===== src/rtl/count_monitor.sv =====
// count_monitor: step checker for a 4-bit up/down counter with match/wrap detection and saturating event counts.
//   Parameters: WIDTH = monitored count width, EVW = event counter width.
//   Inputs:  clk, rstn (async active-low), en (monitor enable), clr (sync clear),
//            cnt_rstn / dir (counter controls as driven), cnt (counter output), target (match value).
//   Outputs: match / wrap_up / wrap_dn (one-cycle pulses), step_err (sticky),
//            match_cnt / wrap_cnt (saturating), state (0 IDLE, 1 ARMED, 2 ERROR).
module count_monitor #(
    parameter int WIDTH = 4,
    parameter int EVW   = 8
) (
    input  logic             clk,
    input  logic             rstn,
    input  logic             en,
    input  logic             clr,
    input  logic             cnt_rstn,
    input  logic             dir,
    input  logic [WIDTH-1:0] cnt,
    input  logic [WIDTH-1:0] target,
    output logic             match,
    output logic             wrap_up,
    output logic             wrap_dn,
    output logic             step_err,
    output logic [EVW-1:0]   match_cnt,
    output logic [EVW-1:0]   wrap_cnt,
    output logic [1:0]       state
);
    localparam logic [1:0]       IDLE   = 2'd0;
    localparam logic [1:0]       ARMED  = 2'd1;
    localparam logic [1:0]       ERROR  = 2'd2;
    localparam logic [WIDTH-1:0] ONE    = {{(WIDTH-1){1'b0}}, 1'b1};
    localparam logic [WIDTH-1:0] ONES   = '1;
    localparam logic [EVW-1:0]   EV_ONE = {{(EVW-1){1'b0}}, 1'b1};
    localparam logic [EVW-1:0]   EV_MAX = '1;

    logic [WIDTH-1:0] prev_cnt, expected;
    logic             prev_dir, prev_rstn;
    logic [1:0]       next_state;
    logic             chk, bad, legal;
    logic             match_d, wrap_up_d, wrap_dn_d, err_d;
    logic [EVW-1:0]   match_cnt_d, wrap_cnt_d;

    assign expected = !prev_rstn ? '0 : prev_dir ? prev_cnt + ONE : prev_cnt - ONE;
    assign chk      = en && state == ARMED;
    assign bad      = chk && cnt != expected;
    assign legal    = chk && cnt == expected;

    always_ff @(posedge clk or negedge rstn) begin
        if (!rstn) state <= IDLE;
        else       state <= next_state;
    end

    always_comb begin
        next_state = state;
        if (clr)
            next_state = IDLE;
        else if (en)
            next_state = state == IDLE  ? ARMED :
                         state == ARMED ? (bad ? ERROR : ARMED) :
                         state == ERROR ? ERROR : IDLE;
    end

    // clr wins over any same-cycle event: pulses and counts are squashed here
    always_comb begin
        match_d     = !clr && en && state != ERROR && cnt == target;
        wrap_up_d   = !clr && legal && prev_rstn && prev_dir && prev_cnt == ONES;
        wrap_dn_d   = !clr && legal && prev_rstn && !prev_dir && prev_cnt == '0;
        err_d       = clr ? 1'b0 : (step_err || bad);
        match_cnt_d = clr ? '0 : (match_d && match_cnt != EV_MAX) ? match_cnt + EV_ONE : match_cnt;
        wrap_cnt_d  = clr ? '0 : ((wrap_up_d || wrap_dn_d) && wrap_cnt != EV_MAX) ? wrap_cnt + EV_ONE : wrap_cnt;
    end

    always_ff @(posedge clk or negedge rstn) begin
        if (!rstn) begin
            match     <= 1'b0;
            wrap_up   <= 1'b0;
            wrap_dn   <= 1'b0;
            step_err  <= 1'b0;
            match_cnt <= '0;
            wrap_cnt  <= '0;
            prev_cnt  <= '0;
            prev_dir  <= 1'b0;
            prev_rstn <= 1'b0;
        end else begin
            match     <= match_d;
            wrap_up   <= wrap_up_d;
            wrap_dn   <= wrap_dn_d;
            step_err  <= err_d;
            match_cnt <= match_cnt_d;
            wrap_cnt  <= wrap_cnt_d;
            if (en) begin
                prev_cnt  <= cnt;
                prev_dir  <= dir;
                prev_rstn <= cnt_rstn;
            end
        end
    end
endmodule


===== config.mk =====
export PLATFORM = sky130hd
export DESIGN_NAME = count_monitor
export DESIGN_NICKNAME = d
export VERILOG_FILES = /design/src/rtl/count_monitor.sv
export SDC_FILE = /design/constraint.sdc
export NUM_CORES = 1
export LEC_CHECK = 0
export BUFFER_PORTS_ARGS = -buffer_cell sky130_fd_sc_hd__buf_2
export CAP_MARGIN = 20
export CORE_MARGIN = 3
export CORE_UTILIZATION = 45
export CTS_CLUSTER_DIAMETER = 200
export CTS_CLUSTER_SIZE = 24
export DETAILED_ROUTE_END_ITERATION = 8
export GPL_ROUTABILITY_DRIVEN = 0
export MAX_ROUTING_LAYER = met4
export PLACE_DENSITY = 0.65
export SYNTH_ARGS = -nofsm -noshare
export SYNTH_HDL_FRONTEND = slang
export SYNTH_SLANG_ARGS = --single-unit

===== constraint.sdc =====
create_clock -name clk -period 5.3 [get_ports clk]
set_input_delay 1.06 -clock clk [delete_from_list [all_inputs] [get_ports clk]]
set_output_delay 1.06 -clock clk [all_outputs]
set_load 0.01 [all_outputs]

Yosys cells after proc, flatten, opt, wreduce, memory -nomap -nowiden
Cells that the tools add are included.
{"block": "word_totals", "elab_cells": 59, "output_inout_bits": 22, "input_bits": 14, "register_bits": 28}
{"block": "op_classes", "n_eq_ne": 9, "n_reduce_logical": 23, "muxes": 13, "addsub": 4}
{"operator": "$mux 8", "n": 4}
{"operator": "$add 8x1->8 const B", "n": 2}
{"operator": "$ne 8x8->1 const B", "n": 2}
{"operator": "$logic_and 1x1->1", "n": 14}
{"operator": "$mux 2", "n": 6}
{"operator": "$eq 4x4->1", "n": 2}
{"operator": "$mux 4", "n": 2}
{"operator": "$reduce_bool 2->1", "n": 3}
{"operator": "$add 4x1->4 const B", "n": 1}
{"operator": "$eq 4x4->1 const B", "n": 1}
{"operator": "$logic_not 4->1", "n": 1}
{"operator": "$ne 4x4->1", "n": 1}
{"operator": "$sub 4x1->4 const B", "n": 1}
{"operator": "$eq 2x1->1 const B", "n": 1}
{"operator": "$eq 2x2->1 const B", "n": 1}
{"operator": "$logic_not 1->1", "n": 2}
{"operator": "$logic_not 2->1", "n": 1}
{"operator": "$logic_or 1x1->1", "n": 2}
{"operator": "$ne 2x2->1 const B", "n": 1}
{"operator": "$mux 1", "n": 1}

Longest topological paths before layout
Gate-level depths: netlist of run 1.
{"block": "logic_depth", "ltp_word": 13, "depth_mapped": 8, "ltp_nobuf": 7}

Worst setup path before layout of run 1
No wires, ideal clock.
{"block": "synth_path", "kind": "in2reg", "start": "in cnt[1]", "end": "reg wrap_cnt[7]", "setup_time_ns": 0.125, "path_slack_ns": 2.900, "cell_stages": 5, "t_required_ns": 5.175, "arrival_time_ns": 2.275, "cell_sequence": "nand2b_1 -> a211oi_1 -> o32ai_2 -> nor4_1 -> mux2_2"}
{"block": "synth_between", "elab_chain_cells": 9, "word_cells_on_any_way": 11}
{"element": "from (decl)", "line_no": "17", "rtl": "input logic [WIDTH-1:0] cnt,"}
{"element": "$eq 4x4->1 *", "line_no": "45", "rtl": "assign legal = chk && cnt == expected;"}
{"element": "$logic_and 1x1->1 *", "line_no": "45"}
{"element": "$logic_and 1x1->1 * (2 in series)", "line_no": "65, 66"}
{"element": "$logic_and 1x1->1 (on tied branches) (2 in series)", "line_no": "65, 66"}
{"element": "$logic_or 1x1->1 *", "line_no": "69", "rtl": "wrap_cnt_d = clr ? '0 : ((wrap_up_d || wrap_dn_d) && wrap_cnt != EV_MAX) ? wrap_cnt + EV_ONE : wrap_cnt;"}
{"element": "$logic_and 1x1->1 *", "line_no": "69"}
{"element": "$reduce_bool 2->1 (no line) *"}
{"element": "to (signal assigned)", "line_no": "89", "rtl": "wrap_cnt <= wrap_cnt_d;"}
{"element": "to (decl)", "line_no": "24", "rtl": "output logic [EVW-1:0] wrap_cnt,"}
Every way passes the cells marked *; elsewhere a longest branch is shown, timed or not.
A chain may end at the register's enable or synchronous reset.

Worst setup path in the final report of run 1
{"block": "layout_path", "start": "reg prev_cnt[0]", "end": "reg wrap_cnt[7]"}
{"block": "layout_between", "elab_chain_cells": 12, "word_cells_on_any_way": 17}
{"element": "from (decl)", "line_no": "35", "rtl": "logic [WIDTH-1:0] prev_cnt, expected;"}
{"element": "from (signal assigned)", "line_no": "91", "rtl": "prev_cnt <= cnt;"}
{"element": "$sub 4x1->4 / $add 4x1->4 (equally long branches)", "line_no": "42", "rtl": "assign expected = !prev_rstn ? '0 : prev_dir ? prev_cnt + ONE : prev_cnt - ONE;"}
{"element": "$mux 4 (2 in series)", "line_no": "42"}
{"element": "$eq 4x4->1", "line_no": "45"}
{"element": "$logic_and 1x1->1", "line_no": "45"}
{"element": "$logic_and 1x1->1 (2 in series)", "line_no": "65, 66"}
{"element": "$logic_and 1x1->1 (on tied branches) (2 in series)", "line_no": "65, 66"}
{"element": "$logic_or 1x1->1 *", "line_no": "69"}
{"element": "$logic_and 1x1->1 *", "line_no": "69"}
{"element": "$reduce_bool 2->1 (no line) *"}
Marked as above.

==> results of run 1 <==
[worst min-delay path by stage]
stage | endpoint | slack (ps)
after floorplan | match_cnt[7]$_DFFE_PN0P_ | 540
after global placement | match_cnt[7]$_DFFE_PN0P_ | 510
after detailed placement | match_cnt[7]$_DFFE_PN0P_ | 500
after CTS | step_err$_DFF_PN0_ | 520
after global routing | step_err$_DFF_PN0_ | 550
final | match_cnt[7]$_DFFE_PN0P_ | 520
[per-stage QoR]
step | total power [W] | setup WS (ps)
6_report | 0.000437 | 2610
5_1_grt | 0.000464 | 2460
4_1_cts | 0.000443 | 2650
3_5_place_dp | 0.000308 | 2360
3_3_place_gp | 0.000304 | 2500
2_1_floorplan | 0.000283 | 2900
[sequential cells by signal, indices dropped and copies added (netlist names)]
name / count
match: 1
match_cnt: 8
prev_cnt: 4
prev_dir: 1
prev_rstn: 1
state: 2
step_err: 1
wrap_cnt: 8
wrap_dn: 1
wrap_up: 1
[layer usage]
| layer | share of wire | wire length [µm] | vias up |
|---|---|---|---|
| li1 | - | - | 704 |
| met1 | 0.46 | 1850 | 700 |
| met2 | 0.48 | 1930 | 35 |
| met3 | 0.045 | 178 | 4 |
| met4 | 0.0078 | 31 | 0 |
| met5 | 0 | 0 | - |
[power by group through the flow]
| stage | sequential, W | clock, W | combinational, W |
|---|---|---|---|
| after floorplan | 0.000231 | 0 | 0.0000520 |
| after global placement | 0.000232 | 0 | 0.0000720 |
| after detailed placement | 0.000232 | 0 | 0.0000759 |
| after CTS | 0.000228 | 0.000139 | 0.0000761 |
| after global routing | 0.000229 | 0.000149 | 0.0000864 |
| final | 0.000228 | 0.000134 | 0.0000757 |
[layout by cell type, fill, tap and decap left out, drive strengths merged, types with 2 or more instances in the layout]
| cell type | instances |
|---|---|
| nor3 | 5 |
| ha | 4 |
| o31ai | 3 |
| o21a | 2 |
| o2111ai | 2 |
| nor2 | 11 |
| a21oi | 8 |
| xnor2 | 3 |
| and2 | 2 |
| and3 | 7 |
| nand3 | 7 |
| o41ai | 3 |
| inv | 10 |
| nand2 | 11 |
| o2111a | 4 |
| nand4 | 3 |
| or4 | 3 |
| nand2b | 2 |
| mux2 | 9 |
| clkbuf | 4 |
| dfrtp | 28 |
| o211ai | 2 |
| o21ai | 6 |
| xor2 | 6 |
| o311ai | 2 |
| buf | 35 |
| nor2b | 6 |
| nor4 | 2 |
[layout make-up]
type / instances / area [µm²] / area share
Clock buffer: 4 / 55.1 / 0.0277
Tap cell: 46 / 57.6 / 0.0289
Timing Repair Buffer: 35 / 175 / 0.0880
Multi-Input combinational cell: 128 / 965 / 0.485
Sequential cell: 28 / 701 / 0.352
Inverter: 10 / 37.5 / 0.0189
[kinds of logic after synthesis]
family / count (synthesis) / synth area share
multiplexers: 10 / 0.0704
adder cells (fa/ha/maj): 5 / 0.0403
XOR/XNOR: 9 / 0.0453
AND/OR/NAND/NOR: 64 / 0.210
flip-flops: 28 / 0.403
AO/OA/AOI/OAI: 40 / 0.188
buffers and inverters: 15 / 0.0431
==> impl_metrics.csv, run 1 <==
group,metric,value,unit
route,wl_per_cell,15.9,µm
sta,fmax,372,MHz
synth,synth_cell_types,51,
die,top_level_ports,36,
route,drc_errors,0,
synth,yosysTopAreaCell,"dfrtp_1",
place,placed_area,0.00194,mm²
cts,cts_sinks,28,
route,drtAntennaViolNets,0,
synth,synth-seq-cells,28,
synth,synth_ff_type,"dfrtp_1",
worst_setup_path,r2r_cells,7,
grt,grt_use_met2,0.323,
layout,fin_util,0.565,
worst_setup_path,cp_slowest_cell,"fa_1",
power,ir_drop,0.111,mV
sta,rsz0062_at_grt,"no",
sta,fin_crit_sh,0.507,
worst_setup_path,critical_path.max_fanout,4,
synth,synthArstFlopShare,1.00,
power,intPower,0.000315,W
sta,hold_ws,519,ps
place,dp_hpwl,3000,µm
sta,fin_setup_tns,0,ps
status,status,"finished clean",
sta,fin_crit,2690,ps
route,viasPerCell,5.75,
layout,n_antenna_cell,0,
route,dr.pass1.iters,4,
worst_setup_path,path_depth,7,
cts,post_cts_buffers,0,
synth,yosys-top-cells-count,"28 x dfrtp_1, 11 x nand2_1, 10 x inv_1, 10 x nor2_1, 8 x a21oi_1",
worst_setup_path,r2r_end,"wrap_cnt[7]$_DFFE_PN0P_",
cts,clock_path_buffers,2,
worst_setup_path,arrival,2850,ps
worst_setup_path,worstSetupEndpointType,"flop",
power,power_frac_seq,0.521,
worst_setup_path,start_kind,"flop",
worst_setup_path,timing.critical_path.to,"wrap_cnt[7]$_DFFE_PN0P_",
route,vias,1443,
synth,synth-edff-count,0,
worst_setup_path,crit_buf_inv,1,
worst_setup_path,path_class,"flop to flop",
grt,grt_util_met1,0.242,
power,power_density,220,mW/mm²
layout,final_layout_size_suffix_gt1_frac,0.288,
worst_setup_path,required,5460,ps
power,p_switching,0.000122,W
hold_path,worstHoldPathCells,1,
worst_setup_path,reg2reg_from,"prev_cnt[0]$_DFFE_PN0P_",
worst_setup_path,cp_cell_sequence,"inv_1, fa_1, nand3b_1, a211oi_1, o32ai_2, nor4_1, mux2_2",
cts,cts_hold_buf,0,
sta,skew,10.4,ps
sta,tightestPinTransition,636,ps
layout,fin_cells,251,
cts,cts-resized-gates,0,
worst_setup_path,cp-startpoint,"prev_cnt[0]$_DFFE_PN0P_",
power,clkPwrFrac,0.305,
hold_path,min_path_type,"flop to flop",
grt,met3_usage,0.0411,
synth,yosysSeqAreaShare,0.403,
job,cap_violations,0,
synth,synth_top_area_frac,0.403,
grt,grt_max_degree,29,
synth,synthCells,171,
cts,h-tree-depth,1,
layout,fill_cells,335,
grt,grtUsageTotal,0.193,
grt,grt_pass1_vias,1455,
route,first_iter_violations,115,
layout,area_delta_synth_final,14.4,%
worst_setup_path,cp_top_family,"compound AO/OA/AOI/OAI gates",
synth,ys.warnings.count,0,
place,place_inst,247,
synth,avgSynthCellArea,10.2,µm²
cts,clock-root-buffer,"clkbuf_8",
die,fp.dieW,68.2,µm
die,start_util,0.494,
power,p_comb_frac,0.173,
cts,clk_pin_slew,100,ps
sta,hold_viol_final,0,
power,swShare,0.279,
place,port_buffers,35,
cts,cts_made_buffers,3,
layout,design_area,0.00199,mm²
sta,setup_viol,0,
grt,top_usage_layer,"met2",
grt,antenna_found_initial,0,
sta,slew_headroom,0.576,
layout,nNetsFinal,225,
synth,synthTopCellsByArea,"dfrtp_1 40%, mux2_2 3.2%, xor2_1 3.0%, ha_1 2.9%, mux2_4 2.6%",
synth,synthMostInstantiatedCell,"dfrtp_1",
power,p_leak,0.966,nW
cts,tritoncts,"built",
route,wl,3990,µm
hold_path,hold_path.startpoint,"match_cnt[7]$_DFFE_PN0P_",
die,core_area,0.00352,mm²
die,row_count,21,
worst_setup_path,rrSetupSlack,2610,ps
cts,clk_latency,280,ps
grt,grt_remaining_overflow,0,
synth,syn_nets,190,
grt,grt_pass1_wl,6710,µm
sta,final_max_slew_viol_count,0,
die,die_area,0.00465,mm²
synth,synth_area,0.00174,mm²
die,die_h,68.2,µm
worst_setup_path,cp_slowest_stage_delay,540,ps
No activity file was read; power rests on OpenSTA's default activity.
==> inputs of run 2 (changes only) <==
- PLACE_DENSITY: 0.65 -> 0.67
- clock period: 5.3 -> 2.3 ns (I/O delays scaled with it)
==> run 2 against run 1 <==
  * The flow now finishes with violations (negative setup slack)
  * Core utilization rose by 7.1 points
  * Critical path depth did not move
  * Wire length rose by 13%
  * Final cell count rose by 6.4%
  * Final area rose by 13%
  * Sequential share of layout area fell by 3.9 points
  * Die area did not move
  * First-iteration DRC count fell by 8.7%
  * Non-clock buffer count rose by 16
  * Total power rose to 2.7 times the previous value
  * Global-route usage rose by 2.0 points
==> impl_metrics.csv, run 2 (synthesized netlist as in run 1, its figures left out) <==
group,metric,value,unit
sta,final_max_slew_viol_count,0,
hold_path,min_path_type,"input port to async pin",
die,row_count,21,
layout,nNetsFinal,241,
layout,final_layout_size_suffix_gt1_frac,0.407,
power,p_leak,1.07,nW
worst_setup_path,cp_cell_sequence,"inv_2, fa_1, nand3b_1, a211oi_2, o32a_4, o21ai_1, o311a_1",
worst_setup_path,path_class,"flop to flop",
route,dr.pass1.iters,4,
cts,cts_made_buffers,3,
cts,cts_hold_buf,0,
route,drc_errors,0,
worst_setup_path,rrSetupSlack,-70,ps
cts,clk_pin_slew,100,ps
layout,mostFrequentLayoutCell,"buf_2",
sta,fin_crit_sh,1.03,
place,dpl_worst_slack,-111,ps
job,cap_violations,0,
status,violations,"negative setup slack",
grt,grt_pass1_wl,7200,µm
die,top_level_ports,36,
route,viasPerCell,5.92,
worst_setup_path,required,2470,ps
route,wl_per_cell,16.9,µm
die,fp.dieW,68.2,µm
layout,n_antenna_cell,0,
sta,rsz0062_at_grt,"yes",
route,vias,1580,
worst_setup_path,worstSetupEndpointType,"flop",
layout,regArea,701,µm²
cts,cts_sinks,28,
sta,skew,9.23,ps
sta,fmax,423,MHz
power,ir_drop,0.242,mV
sta,tightestPinTransition,647,ps
cts,h-tree-depth,1,
die,start_util,0.494,
worst_setup_path,critical_path.max_fanout,6,
place,port_buffers,35,
worst_setup_path,cp_slowest_stage_delay,530,ps
die,die_h,68.2,µm
place,place_inst,259,
cts,clk_latency,290,ps
power,power_density,527,mW/mm²
sta,setup_viol,5,
sta,slew_headroom,0.569,
worst_setup_path,cp_slowest_cell,"fa_1",
worst_setup_path,arrival,2540,ps
sta,fin_ws,-66.8,ps
layout,fill_cells,314,
route,first_iter_violations,105,
layout,reg_top3,"match_cnt (8), wrap_cnt (8), prev_cnt (4)",
cts,clock_path_buffers,2,
grt,antenna_found_initial,0,
die,core_area,0.00352,mm²
place,placed_area,0.00203,mm²
grt,grt_remaining_overflow,0,
cts,tritoncts,"built",
place,dp_hpwl,3140,µm
die,die_area,0.00465,mm²
layout,fin_cells,267,
sta,fin_crit,2370,ps
grt,grt_max_degree,29,
grt,grt_pass1_vias,1575,
layout,area_delta_synth_final,28.8,%
layout,fin_util,0.637,
layout,final_cell_mix,"35 x buf_2, 28 x dfrtp_1, 16 x buf_4, 11 x nand2_1, 10 x nor2_1",
grt,grtUsageTotal,0.214,
route,wl,4500,µm
layout,design_area,0.00224,mm²
cts,clock-root-buffer,"clkbuf_8",
route,drtAntennaViolNets,0,
worst_setup_path,start_kind,"flop",
sta,hold_viol_final,0,
status,status,"finished with violations",
layout,multiInputGateArea,0.00108,mm²
-- run 2: area by class of cell --
cell class	count	area share
inverter	10	0.0167
clock buffer	3	0.0184
timing repair buffer	51	0.132
tap	46	0.0257
sequential	28	0.313
clock inverter	1	0.0134
multi-input combinational	128	0.482
-- run 2: timing repair --
action	in CTS	in global routing
pin swaps	9	10
buffers inserted	1	3
resized for setup	14	8
endpoints found under the setup margin	13	13
-- run 2: per-stage QoR --
| stage | power [W] | hold slack [ps] | setup TNS (ps) |
|---|---|---|---|
| final | 0.00118 | 188 | -230 |
| after global routing | 0.00124 | 224 | -723 |
| after CTS | 0.00115 | 204 | -230 |
| after global placement | 0.000728 | 490 | -175 |
| after floorplan | 0.000654 | 164 | 0 |
| after detailed placement | 0.000738 | 516 | -819 |
-- run 2: critical path: cells and delay by family, from the launching register on --
kind | cells | cell delay [ps]
fa+ha+maj | 1 | 530
flops | 1 | 380
compound gates | 4 | 1090
simple gates | 1 | 200
buf+inv | 1 | 50
-- run 2: worst paths after layout --
kind                                           from                        to  cells after the start
hold reg to reg            match_cnt[7]$_DFFE_PN0P_  match_cnt[7]$_DFFE_PN0P_                      1
setup reg to reg            prev_cnt[0]$_DFFE_PN0P_   wrap_cnt[6]$_DFFE_PN0P_                      7
max in group asynchronous                      rstn      state[0]$_DFFE_PN0P_                      1
setup / recovery            prev_cnt[0]$_DFFE_PN0P_   wrap_cnt[6]$_DFFE_PN0P_                      7
hold / removal                                 rstn     prev_rstn$_DFFE_PN0P_                      1
min in group clk                                dir      prev_dir$_DFFE_PN0P_                      3
-- run 2: where the power goes --
group / switching [W] / internal [W]
sequential: 0.0000192 / 0.000506
clock: 0.000165 / 0.000234
combinational: 0.000146 / 0.000110
-- run 2: layer usage --
layer / up-vias / GRT usage / wire [µm]
met2: 46 / 0.342 / 2230
met3: 7 / 0.0378 / 241
met5: - / - / 0
li1: 736 / - / -
met1: 791 / 0.269 / 1970
met4: 0 / 0.0819 / 63
